[src/rtl/bus_arbiter_if.sv]
// Shared-bus bundle between the two masters (CPU datapath, host loader) and the bus arbiter.
interface bus_arbiter_if;
    logic       cpu_req;
    logic [7:0] cpu_addr;
    logic       cpu_read;
    logic       cpu_write;
    logic [7:0] cpu_wdata;
    logic       cpu_gnt;
    logic       cpu_stall;

    logic       host_req;
    logic [7:0] host_addr;
    logic       host_read;
    logic       host_write;
    logic [7:0] host_wdata;
    logic       host_gnt;

    logic [7:0] bus_addr;
    logic       bus_read;
    logic       bus_write;
    logic [7:0] bus_data;
    logic [1:0] owner;
    logic       preempt;

    // Requester side: drives requests and strobes, observes grants and the shared bus.
    modport master (
        output cpu_req, cpu_addr, cpu_read, cpu_write, cpu_wdata,
        output host_req, host_addr, host_read, host_write, host_wdata,
        input  cpu_gnt, cpu_stall, host_gnt,
        input  bus_addr, bus_read, bus_write, bus_data, owner, preempt
    );

    modport slave (
        input  cpu_req, cpu_addr, cpu_read, cpu_write, cpu_wdata,
        input  host_req, host_addr, host_read, host_write, host_wdata,
        output cpu_gnt, cpu_stall, host_gnt,
        output bus_addr, bus_read, bus_write, bus_data, owner, preempt
    );
endinterface

[src/rtl/bus_arbiter.sv]
// Two-master system bus arbiter with one-cycle turnaround and bounded hold time.
// Define ARB_ROUND_ROBIN_EN to break simultaneous requests in favour of the last non-owner.
module bus_arbiter #(
    parameter int MAX_HOLD = 16,
    parameter int HOLD_W   = 5
) (
    input  logic          clk,
    input  logic          rst_n,
    bus_arbiter_if.slave  arb
);

    typedef enum logic [1:0] {IDLE, GNT_CPU, GNT_HOST, TURN} state_t;
    typedef enum logic {OWN_CPU, OWN_HOST} last_t;

    localparam logic [HOLD_W-1:0] HOLD_MAX = HOLD_W'(MAX_HOLD - 1);

    state_t            state, next_state, tie_state;
    last_t             last_owner, last_owner_next;
    logic [HOLD_W-1:0] hold_cnt, hold_next;
    logic              preempt_q, preempt_next;
    logic              own_req, other_req;

`ifdef ARB_ROUND_ROBIN_EN
    assign tie_state = (last_owner == OWN_HOST) ? GNT_CPU : GNT_HOST;
`else
    logic unused_last_owner;
    assign tie_state         = GNT_HOST;
    assign unused_last_owner = last_owner;
`endif

    always_ff @(posedge clk or negedge rst_n) begin
        if (!rst_n) begin
            state      <= IDLE;
            hold_cnt   <= '0;
            last_owner <= OWN_HOST;
            preempt_q  <= 1'b0;
        end else begin
            state      <= next_state;
            hold_cnt   <= hold_next;
            last_owner <= last_owner_next;
            preempt_q  <= preempt_next;
        end
    end

    always_comb begin
        next_state      = state;
        hold_next       = hold_cnt;
        last_owner_next = last_owner;
        preempt_next    = 1'b0;
        own_req         = 1'b0;
        other_req       = 1'b0;
        case (state)
            IDLE, TURN: begin
                hold_next = '0;
                if (arb.cpu_req && arb.host_req) next_state = tie_state;
                else if (arb.cpu_req)            next_state = GNT_CPU;
                else if (arb.host_req)           next_state = GNT_HOST;
                else                             next_state = IDLE;
            end
            GNT_CPU, GNT_HOST: begin
                own_req   = (state == GNT_CPU) ? arb.cpu_req  : arb.host_req;
                other_req = (state == GNT_CPU) ? arb.host_req : arb.cpu_req;
                // The hold counter saturates, so an idle-contention grant is revoked as soon as the other side asks.
                if (!own_req || (other_req && hold_cnt == HOLD_MAX)) begin
                    next_state      = TURN;
                    hold_next       = '0;
                    preempt_next    = own_req;
                    last_owner_next = (state == GNT_CPU) ? OWN_CPU : OWN_HOST;
                end else if (hold_cnt != HOLD_MAX) begin
                    hold_next = hold_cnt + 1'b1;
                end
            end
            default: next_state = IDLE;
        endcase
    end

    assign arb.cpu_gnt   = (state == GNT_CPU);
    assign arb.host_gnt  = (state == GNT_HOST);
    assign arb.owner     = {state == GNT_HOST, state == GNT_CPU};
    assign arb.preempt   = preempt_q;
    assign arb.cpu_stall = arb.cpu_req & ~arb.cpu_gnt;

    always_comb begin
        arb.bus_addr  = 8'h00;
        arb.bus_read  = 1'b0;
        arb.bus_write = 1'b0;
        arb.bus_data  = 8'h00;
        case (state)
            GNT_CPU: begin
                arb.bus_addr  = arb.cpu_addr;
                arb.bus_read  = arb.cpu_read;
                arb.bus_write = arb.cpu_write;
                arb.bus_data  = arb.cpu_wdata;
            end
            GNT_HOST: begin
                arb.bus_addr  = arb.host_addr;
                arb.bus_read  = arb.host_read;
                arb.bus_write = arb.host_write;
                arb.bus_data  = arb.host_wdata;
            end
            default: ;
        endcase
    end

endmodule
[src/flat_wrapper.sv]
// flat-port wrapper written by rule: the top's interface ports become plain ports
module bus_arbiter_flat 
#(
    parameter int MAX_HOLD = 16,
    parameter int HOLD_W   = 5
)
  (clk, rst_n, arb_cpu_req, arb_cpu_addr, arb_cpu_read, arb_cpu_write, arb_cpu_wdata, arb_host_req, arb_host_addr, arb_host_read, arb_host_write, arb_host_wdata, arb_cpu_gnt, arb_cpu_stall, arb_host_gnt, arb_bus_addr, arb_bus_read, arb_bus_write, arb_bus_data, arb_owner, arb_preempt);
  bus_arbiter_if arb_i ();
  input  logic clk;
  input  logic rst_n;
  input wire logic [$bits(arb_i.cpu_req)-1:0] arb_cpu_req;
  input wire logic [$bits(arb_i.cpu_addr)-1:0] arb_cpu_addr;
  input wire logic [$bits(arb_i.cpu_read)-1:0] arb_cpu_read;
  input wire logic [$bits(arb_i.cpu_write)-1:0] arb_cpu_write;
  input wire logic [$bits(arb_i.cpu_wdata)-1:0] arb_cpu_wdata;
  input wire logic [$bits(arb_i.host_req)-1:0] arb_host_req;
  input wire logic [$bits(arb_i.host_addr)-1:0] arb_host_addr;
  input wire logic [$bits(arb_i.host_read)-1:0] arb_host_read;
  input wire logic [$bits(arb_i.host_write)-1:0] arb_host_write;
  input wire logic [$bits(arb_i.host_wdata)-1:0] arb_host_wdata;
  output wire logic [$bits(arb_i.cpu_gnt)-1:0] arb_cpu_gnt;
  output wire logic [$bits(arb_i.cpu_stall)-1:0] arb_cpu_stall;
  output wire logic [$bits(arb_i.host_gnt)-1:0] arb_host_gnt;
  output wire logic [$bits(arb_i.bus_addr)-1:0] arb_bus_addr;
  output wire logic [$bits(arb_i.bus_read)-1:0] arb_bus_read;
  output wire logic [$bits(arb_i.bus_write)-1:0] arb_bus_write;
  output wire logic [$bits(arb_i.bus_data)-1:0] arb_bus_data;
  output wire logic [$bits(arb_i.owner)-1:0] arb_owner;
  output wire logic [$bits(arb_i.preempt)-1:0] arb_preempt;
  assign arb_i.cpu_req = arb_cpu_req;
  assign arb_i.cpu_addr = arb_cpu_addr;
  assign arb_i.cpu_read = arb_cpu_read;
  assign arb_i.cpu_write = arb_cpu_write;
  assign arb_i.cpu_wdata = arb_cpu_wdata;
  assign arb_i.host_req = arb_host_req;
  assign arb_i.host_addr = arb_host_addr;
  assign arb_i.host_read = arb_host_read;
  assign arb_i.host_write = arb_host_write;
  assign arb_i.host_wdata = arb_host_wdata;
  assign arb_cpu_gnt = arb_i.cpu_gnt;
  assign arb_cpu_stall = arb_i.cpu_stall;
  assign arb_host_gnt = arb_i.host_gnt;
  assign arb_bus_addr = arb_i.bus_addr;
  assign arb_bus_read = arb_i.bus_read;
  assign arb_bus_write = arb_i.bus_write;
  assign arb_bus_data = arb_i.bus_data;
  assign arb_owner = arb_i.owner;
  assign arb_preempt = arb_i.preempt;
  bus_arbiter #(.MAX_HOLD(MAX_HOLD), .HOLD_W(HOLD_W)) u_core (.clk(clk), .rst_n(rst_n), .arb(arb_i));
endmodule
[config.mk]
export PLATFORM = sky130hd
export DESIGN_NAME = bus_arbiter_flat
export DESIGN_NICKNAME = d
export VERILOG_FILES = /design/src/rtl/bus_arbiter_if.sv /design/src/rtl/bus_arbiter.sv /design/src/flat_wrapper.sv
export SDC_FILE = /design/constraint.sdc
export NUM_CORES = 1
export LEC_CHECK = 0
export BUFFER_PORTS_ARGS = -buffer_cell sky130_fd_sc_hd__buf_2
export CAP_MARGIN = 20
export CORE_ASPECT_RATIO = 0.9
export CORE_MARGIN = 2
export CORE_UTILIZATION = 36
export CTS_CLUSTER_SIZE = 10
export DETAILED_ROUTE_END_ITERATION = 12
export GPL_TIMING_DRIVEN = 1
export HOLD_SLACK_MARGIN = 0.12
export MAX_ROUTING_LAYER = met4
export PLACE_DENSITY = 0.88
export SLEW_MARGIN = 0
export SYNTH_ARGS = -nofsm -noshare
export SYNTH_HDL_FRONTEND = slang
export SYNTH_SLANG_ARGS = --single-unit
export TNS_END_PERCENT = 10
[constraint.sdc]
create_clock -name clk -period 2.41 [get_ports clk]
set_clock_uncertainty 0.05 [all_clocks]
set_input_delay 0.241 -clock clk [delete_from_list [all_inputs] [get_ports clk]]
set_output_delay 0.241 -clock clk [all_outputs]
set_load 0.03 [all_outputs]
==> flow_metrics.tcl, run 1 <==
set metrics [dict create \
    status "finished, final reports clean" \
    routedWlPerCell_um 13.0 \
    r2r_cells 7 \
    synthToLayoutAreaGrowth_pct 50.0 \
    crit_start "u_core.state[0]" \
    endpoint_kind "primary output" \
    finalSetupViolCount 0 \
    start_util_pct 37.7 \
    antenna_cells 0 \
    clockBufferDepth 2 \
    report.final.slew_viol_count 0 \
    antenna_found_initial 0 \
    core_sq_um 1880 \
    rsz0062_at_grt "false" \
    synth_edf_count 0 \
    ant_nets 0 \
    async_reset_ff_share_pct 100 \
    synth_common_cells "a22oi_1, nor2_1, dfrtp_1" \
    clk_latency_ns 0.25 \
    drtIter0Drc 22 \
    min_period_over_period_pct 89.1 \
    die_y_um 46.1 \
    cp.required_ns 2.12 \
    p_leak_nw 0.588 \
    drc_errors 0 \
    clock.fmax_mhz 466 \
    path_clk_slew_ns 0.06 \
    p_int_mw 0.550 \
    cts_tree "built" \
    worst_slew_pin_slew_ns 0.688 \
    grt_max_degree 21 \
    numCtsBuffers 3 \
    vias 890 \
    seq_area_frac_synth_pct 28.3 \
    whs_path_depth 3 \
    path_class "reg -> out" \
    finalSetupTns_ns 0 \
    seqPwrFrac_pct 13.6 \
    grt_overflow 0 \
    synth_top_area_share_pct 28.3 \
    nets 198 \
    ios 64 \
    gp_congestion 0.804 \
    synth_top_area_cell "dfrtp_1" \
    hpwl_um 1820 \
    ir_worst_vdd_uv 719 \
    slew_headroom_pct 54.1 \
    finalWirelength_um 2310 \
    clockPowerShare_pct 7.6 \
    holdCritStartpoint "arb_host_req" \
    ys_types 26 \
    drive_gt1_share_pct 48.0 \
    avgSynthCellArea_sq_um 7.78 \
    drt_first_pass_iters 4 \
    r2r_start "u_core.hold_cnt[0]" \
    io_buffers 63 \
    die_area_sq_um 2340 \
    syn_nets 135 \
    regToRegSetupSlack_ns 0.45 \
    combPwrFrac_pct 78.8 \
    synth.area.top_cells "dfrtp_1, a22oi_1, nor2_1, ha_1, inv_1" \
    hp-class "in -> reg" \
    swShare_pct 59.6 \
    max_cap_viol_count 0 \
    yosys_warnings 0 \
    synth_flop_cell "dfrtp_1" \
    rows 15 \
    h-tree-depth 1 \
    powerDensity_nw_per_um2 1280 \
    synth.cell_area_sq_um 708 \
    grt_pass1_vias 737 \
    die_width_um 50.8 \
    regToRegEndpoint "u_core.hold_cnt[3]" \
    cts-root-buf "clkbuf_4" \
    grt_pass1_wl_um 3210 \
    ys_ff_latch 8 \
    cts_sinks 8 \
    min_period_ns 2.15 \
    track_usage_pct 18.6 \
    cp_max_fo 20 \
    hold_end "u_core.state[1]" \
    switchingPower_mw 0.812 \
    hold_viol_final 0 \
    synthesis.instances 91 \
    arrival_ns 1.86 \
    startpoint_type "flop" \
    fin_util_pct 56.6 \
    viasPerCell 5.03 \
]
state kept, by name, indices dropped and copies added (netlist names):
register,count
u_core.hold_cnt,5
u_core.state,2
u_core.arb.preempt,1
routing by layer:
metal	global-route usage (%)	vias to the layer above	routed length (um)
met4	10.3	0	54
met3	0.974	7	56
met1	23.2	412	990
li1	-	448	-
met5	-	-	0
met2	30.8	23	1200
repair_timing:
action / 4_1_cts / 5_1_grt
buffers inserted: 0 / 0
gates resized for setup: 0 / 0
hold endpoints to repair: 8 / 0
hold buffers: 1 / 0
layout make-up:
class                           instances  area (sq um)
Fill cell                             185           815
Clock buffer                            3          22.5
Sequential cell                         8           200
Timing Repair Buffer                   66           340
Tap cell                               25          31.3
Multi-Input combinational cell         69           445
Inverter                                6          22.5
how the worst max path moves through the flow:
| stage | end | slack (ns) | depth (start not counted) |
|---|---|---|---|
| detailed placement | u_core.hold_cnt[3] | 0.46 | 7 |
| global route | arb_bus_data[1] | 0.15 | 5 |
| CTS | arb_bus_data[2] | 0.30 | 5 |
| finish | arb_bus_data[2] | 0.26 | 5 |
| global placement | u_core.hold_cnt[3] | 0.53 | 7 |
| floorplan | arb_bus_addr[1] | 0.24 | 6 |
power by group through the flow:
stage               Combinational (mW)  Clock (mW)  Sequential, mW
finish                            1.07       0.104           0.185
global route                      1.15       0.115           0.188
CTS                               1.07       0.108           0.184
detailed placement                1.06           0           0.187
global placement                  1.03           0           0.183
floorplan                        0.806           0           0.181
worst max-delay path: stages, from the launching register on:
cell,delay (ns)
dfrtp_1,0.40
inv_1,0.07
ha_1,0.60
a22oi_1,0.21
nor2_1,0.12
buf_2,0.21
per-stage QoR:
step | hold slack (ns) | instance area, sq um | cells | power, mW | setup WS (ns)
2_1_floorplan | -0.105 | 708 | 91 | 0.987 | 0.240
3_3_place_gp | 0.0422 | 1030 | 173 | 1.21 | 0.525
3_5_place_dp | 0.0453 | 1030 | 173 | 1.25 | 0.464
4_1_cts | 0.240 | 1060 | 177 | 1.36 | 0.303
5_1_grt | 0.256 | 1060 | 177 | 1.46 | 0.148
6_report | 0.247 | 1060 | 177 | 1.36 | 0.263
cells in the final DEF, fill, tap and decap left out:
cell type,count
a211o_1,1
a21boi_4,1
a21oi_1,3
a21oi_2,1
a22oi_1,18
a2bb2oi_1,2
and3_1,1
and3_2,1
buf_2,63
buf_4,2
clkbuf_4,3
dfrtp_1,8
dlygate4sd3_1,1
ha_1,4
inv_1,6
nand2_1,5
nand2b_1,1
nand3_1,1
nand3b_1,1
nor2_1,18
nor2b_1,2
o21ai_0,3
o21ai_1,1
o21ai_2,1
o21bai_1,1
or3_1,2
or3b_4,1
cell families after synthesis:
group | count (synthesis) | share of synthesized area [%]
AND/OR/NAND/NOR | 33 | 21.9
AO/OA/AOI/OAI | 32 | 33.9
flip-flops | 8 | 28.3
buffers and inverters | 14 | 8.83
adder cells (fa/ha/maj) | 4 | 7.07
No activity file was read; power rests on OpenSTA's default activity.
==> run 2: changes to the inputs <==
--- a/config.mk
+++ b/config.mk
@@ -7,15 +7,17 @@
 export LEC_CHECK = 0
 export BUFFER_PORTS_ARGS = -buffer_cell sky130_fd_sc_hd__buf_2
 export CAP_MARGIN = 20
+export CELL_PAD_IN_SITES_DETAIL_PLACEMENT = 0
+export CELL_PAD_IN_SITES_GLOBAL_PLACEMENT = 2
 export CORE_ASPECT_RATIO = 0.9
 export CORE_MARGIN = 2
-export CORE_UTILIZATION = 36
+export CORE_UTILIZATION = 17
 export CTS_CLUSTER_SIZE = 10
 export DETAILED_ROUTE_END_ITERATION = 12
 export GPL_TIMING_DRIVEN = 1
 export HOLD_SLACK_MARGIN = 0.12
 export MAX_ROUTING_LAYER = met4
-export PLACE_DENSITY = 0.88
+export PLACE_DENSITY = 0.87
 export SLEW_MARGIN = 0
 export SYNTH_ARGS = -nofsm -noshare
 export SYNTH_HDL_FRONTEND = slang
==> run 2 against run 1 <==
Compared with the run above:
- worst hold slack better by 0.016 ns
- sequential power about the same
- critical path depth up 2
- power up 5.1%
- worst setup slack better by 0.19 ns
- sequential cell count unchanged
- utilization down 29 points
- count of clock-buffer cells in the layout unchanged
- routed wire length up 0.82%
- critical endpoint is now u_core.hold_cnt[3]
==> flow_metrics.tcl, run 2 (synthesized netlist as in run 1, its figures left out) <==
set metrics [dict create \
    status "finished, final reports clean" \
    grt_overflow 0 \
    die_area_sq_um 4700 \
    mostFrequentLayoutCells "buf_2, a22oi_1, nor2_1" \
    vias 854 \
    fin_ws_ns 0.450 \
    h-tree-depth 1 \
    arrival_ns 2.07 \
    grt_pass1_vias 795 \
    finalSetupTns_ns 0 \
    hold-worst-slack_ns 0.264 \
    max_cap_viol_count 0 \
    cp_max_fo 6 \
    core_sq_um 4050 \
    hold_viol_final 0 \
    post_cts_resized 0 \
    cts_setup_buffers 0 \
    seqCellArea_sq_um 200 \
    report.final.slew_viol_count 0 \
    routedWlPerCell_um 11.5 \
    endpoint_kind "flop" \
    seqPwrFrac_pct 12.8 \
    slew_headroom_pct 74.3 \
    drt_first_pass_iters 4 \
    ant_nets 0 \
    drive_gt1_share_pct 48.7 \
    p_total_mw 1.43 \
    met3_length_um 88 \
    viasPerCell 4.23 \
    antenna_cells 0 \
    rsz0062_at_grt "false" \
    postLayoutCellArea_sq_um 1120 \
    ir_worst_vdd_uv 316 \
    powerDensity_nw_per_um2 1270 \
    combPwrFrac_pct 75.8 \
    antenna_found_initial 0 \
    drc_errors 0 \
    grt_max_degree 21 \
    min_period_over_period_pct 81.3 \
    dp.cells 198 \
    p_int_mw 0.616 \
    ios 64 \
    largest_register_ffs 5 \
    synthToLayoutAreaGrowth_pct 58.8 \
    cts_sinks 8 \
    clk_latency_ns 0.23 \
    switchingPower_mw 0.815 \
    cp.required_ns 2.52 \
    path_clk_slew_ns 0.04 \
    swShare_pct 56.9 \
    finalWirelength_um 2320 \
    track_usage_pct 10.3 \
    start_util_pct 17.5 \
    cts-root-buf "clkbuf_8" \
    startpoint_type "flop" \
    min_period_ns 1.96 \
    nets 200 \
    drtIter0Drc 52 \
    gp_congestion 0.710 \
    grt_pass1_wl_um 3730 \
    final_common_cell "buf_2" \
    multi_input_area_sq_um 445 \
    io_buffers 63 \
    layout.cells.non_filler 202 \
    die_y_um 65.2 \
    die_width_um 72.0 \
    clock.fmax_mhz 510 \
    cts_tree "built" \
    numCtsBuffers 3 \
    finalSetupViolCount 0 \
    nFillCells 447 \
    pre_cts_ws_ns 0.456 \
    hp-class "in -> reg" \
    path_class "reg -> reg" \
    largest_register "u_core.hold_cnt" \
    clockPowerShare_pct 11.4 \
    postPlaceCellArea_sq_um 1070 \
    worst_slew_pin_slew_ns 0.384 \
    met1_length_um 1020 \
    fin_util_pct 27.8 \
    met2_wirelength_um 1210 \
    clockBufferDepth 2 \
    p_leak_nw 0.607 \
    rows 22 \
    top_layer "met4" \
]
-- run 2: worst paths after layout --
kind	from	end	slack (ns)	cells past startpoint
max	u_core.hold_cnt[0]	u_core.hold_cnt[3]	0.45	7
min	arb_host_req	u_core.state[1]	0.26	3
max reg2reg	u_core.hold_cnt[0]	u_core.hold_cnt[3]	0.45	7
min reg2reg	u_core.hold_cnt[4]	u_core.hold_cnt[4]	0.44	2
max in group asynchronous	rst_n	u_core.hold_cnt[3]	1.80	2
min in group asynchronous	rst_n	u_core.hold_cnt[4]	0.34	2
-- run 2: power by group through the flow --
stage | Sequential [mW] | Combinational (mW) | Clock, mW
floorplan | 0.181 | 0.806 | 0
global placement | 0.185 | 1.10 | 0
detailed placement | 0.186 | 1.09 | 0
CTS | 0.185 | 1.10 | 0.166
global route | 0.189 | 1.18 | 0.171
finish | 0.184 | 1.08 | 0.162
-- run 2: per-layer routing --
metal  vias up  global-route usage [%]
met5         -                       -
li1        455                       -
met1       386                    14.0
met4         0                    2.83
met3         3                    3.53
met2        10                    14.5
-- run 2: timing repair --
action / 4_1_cts / 5_1_grt
hold buffers: 1 / 0
hold endpoints to repair: 8 / 0
setup endpoints to repair: 0 / 0
-- run 2: area by class of cell --
class	count	area share, %
repair buffers	68	31.6
inverters	6	2.00
well taps	48	5.34
flip-flops and latches	8	17.8
clock buffers	3	3.67
multi-input cells	69	39.6
-- run 2: critical path: stages (launching register included) --
cell      delay, ns
dfrtp_1        0.40
ha_1           0.22
and3_1         0.18
ha_1           0.22
nor2b_1        0.15
a21boi_4       0.17
or3_1          0.37
a21oi_2        0.13
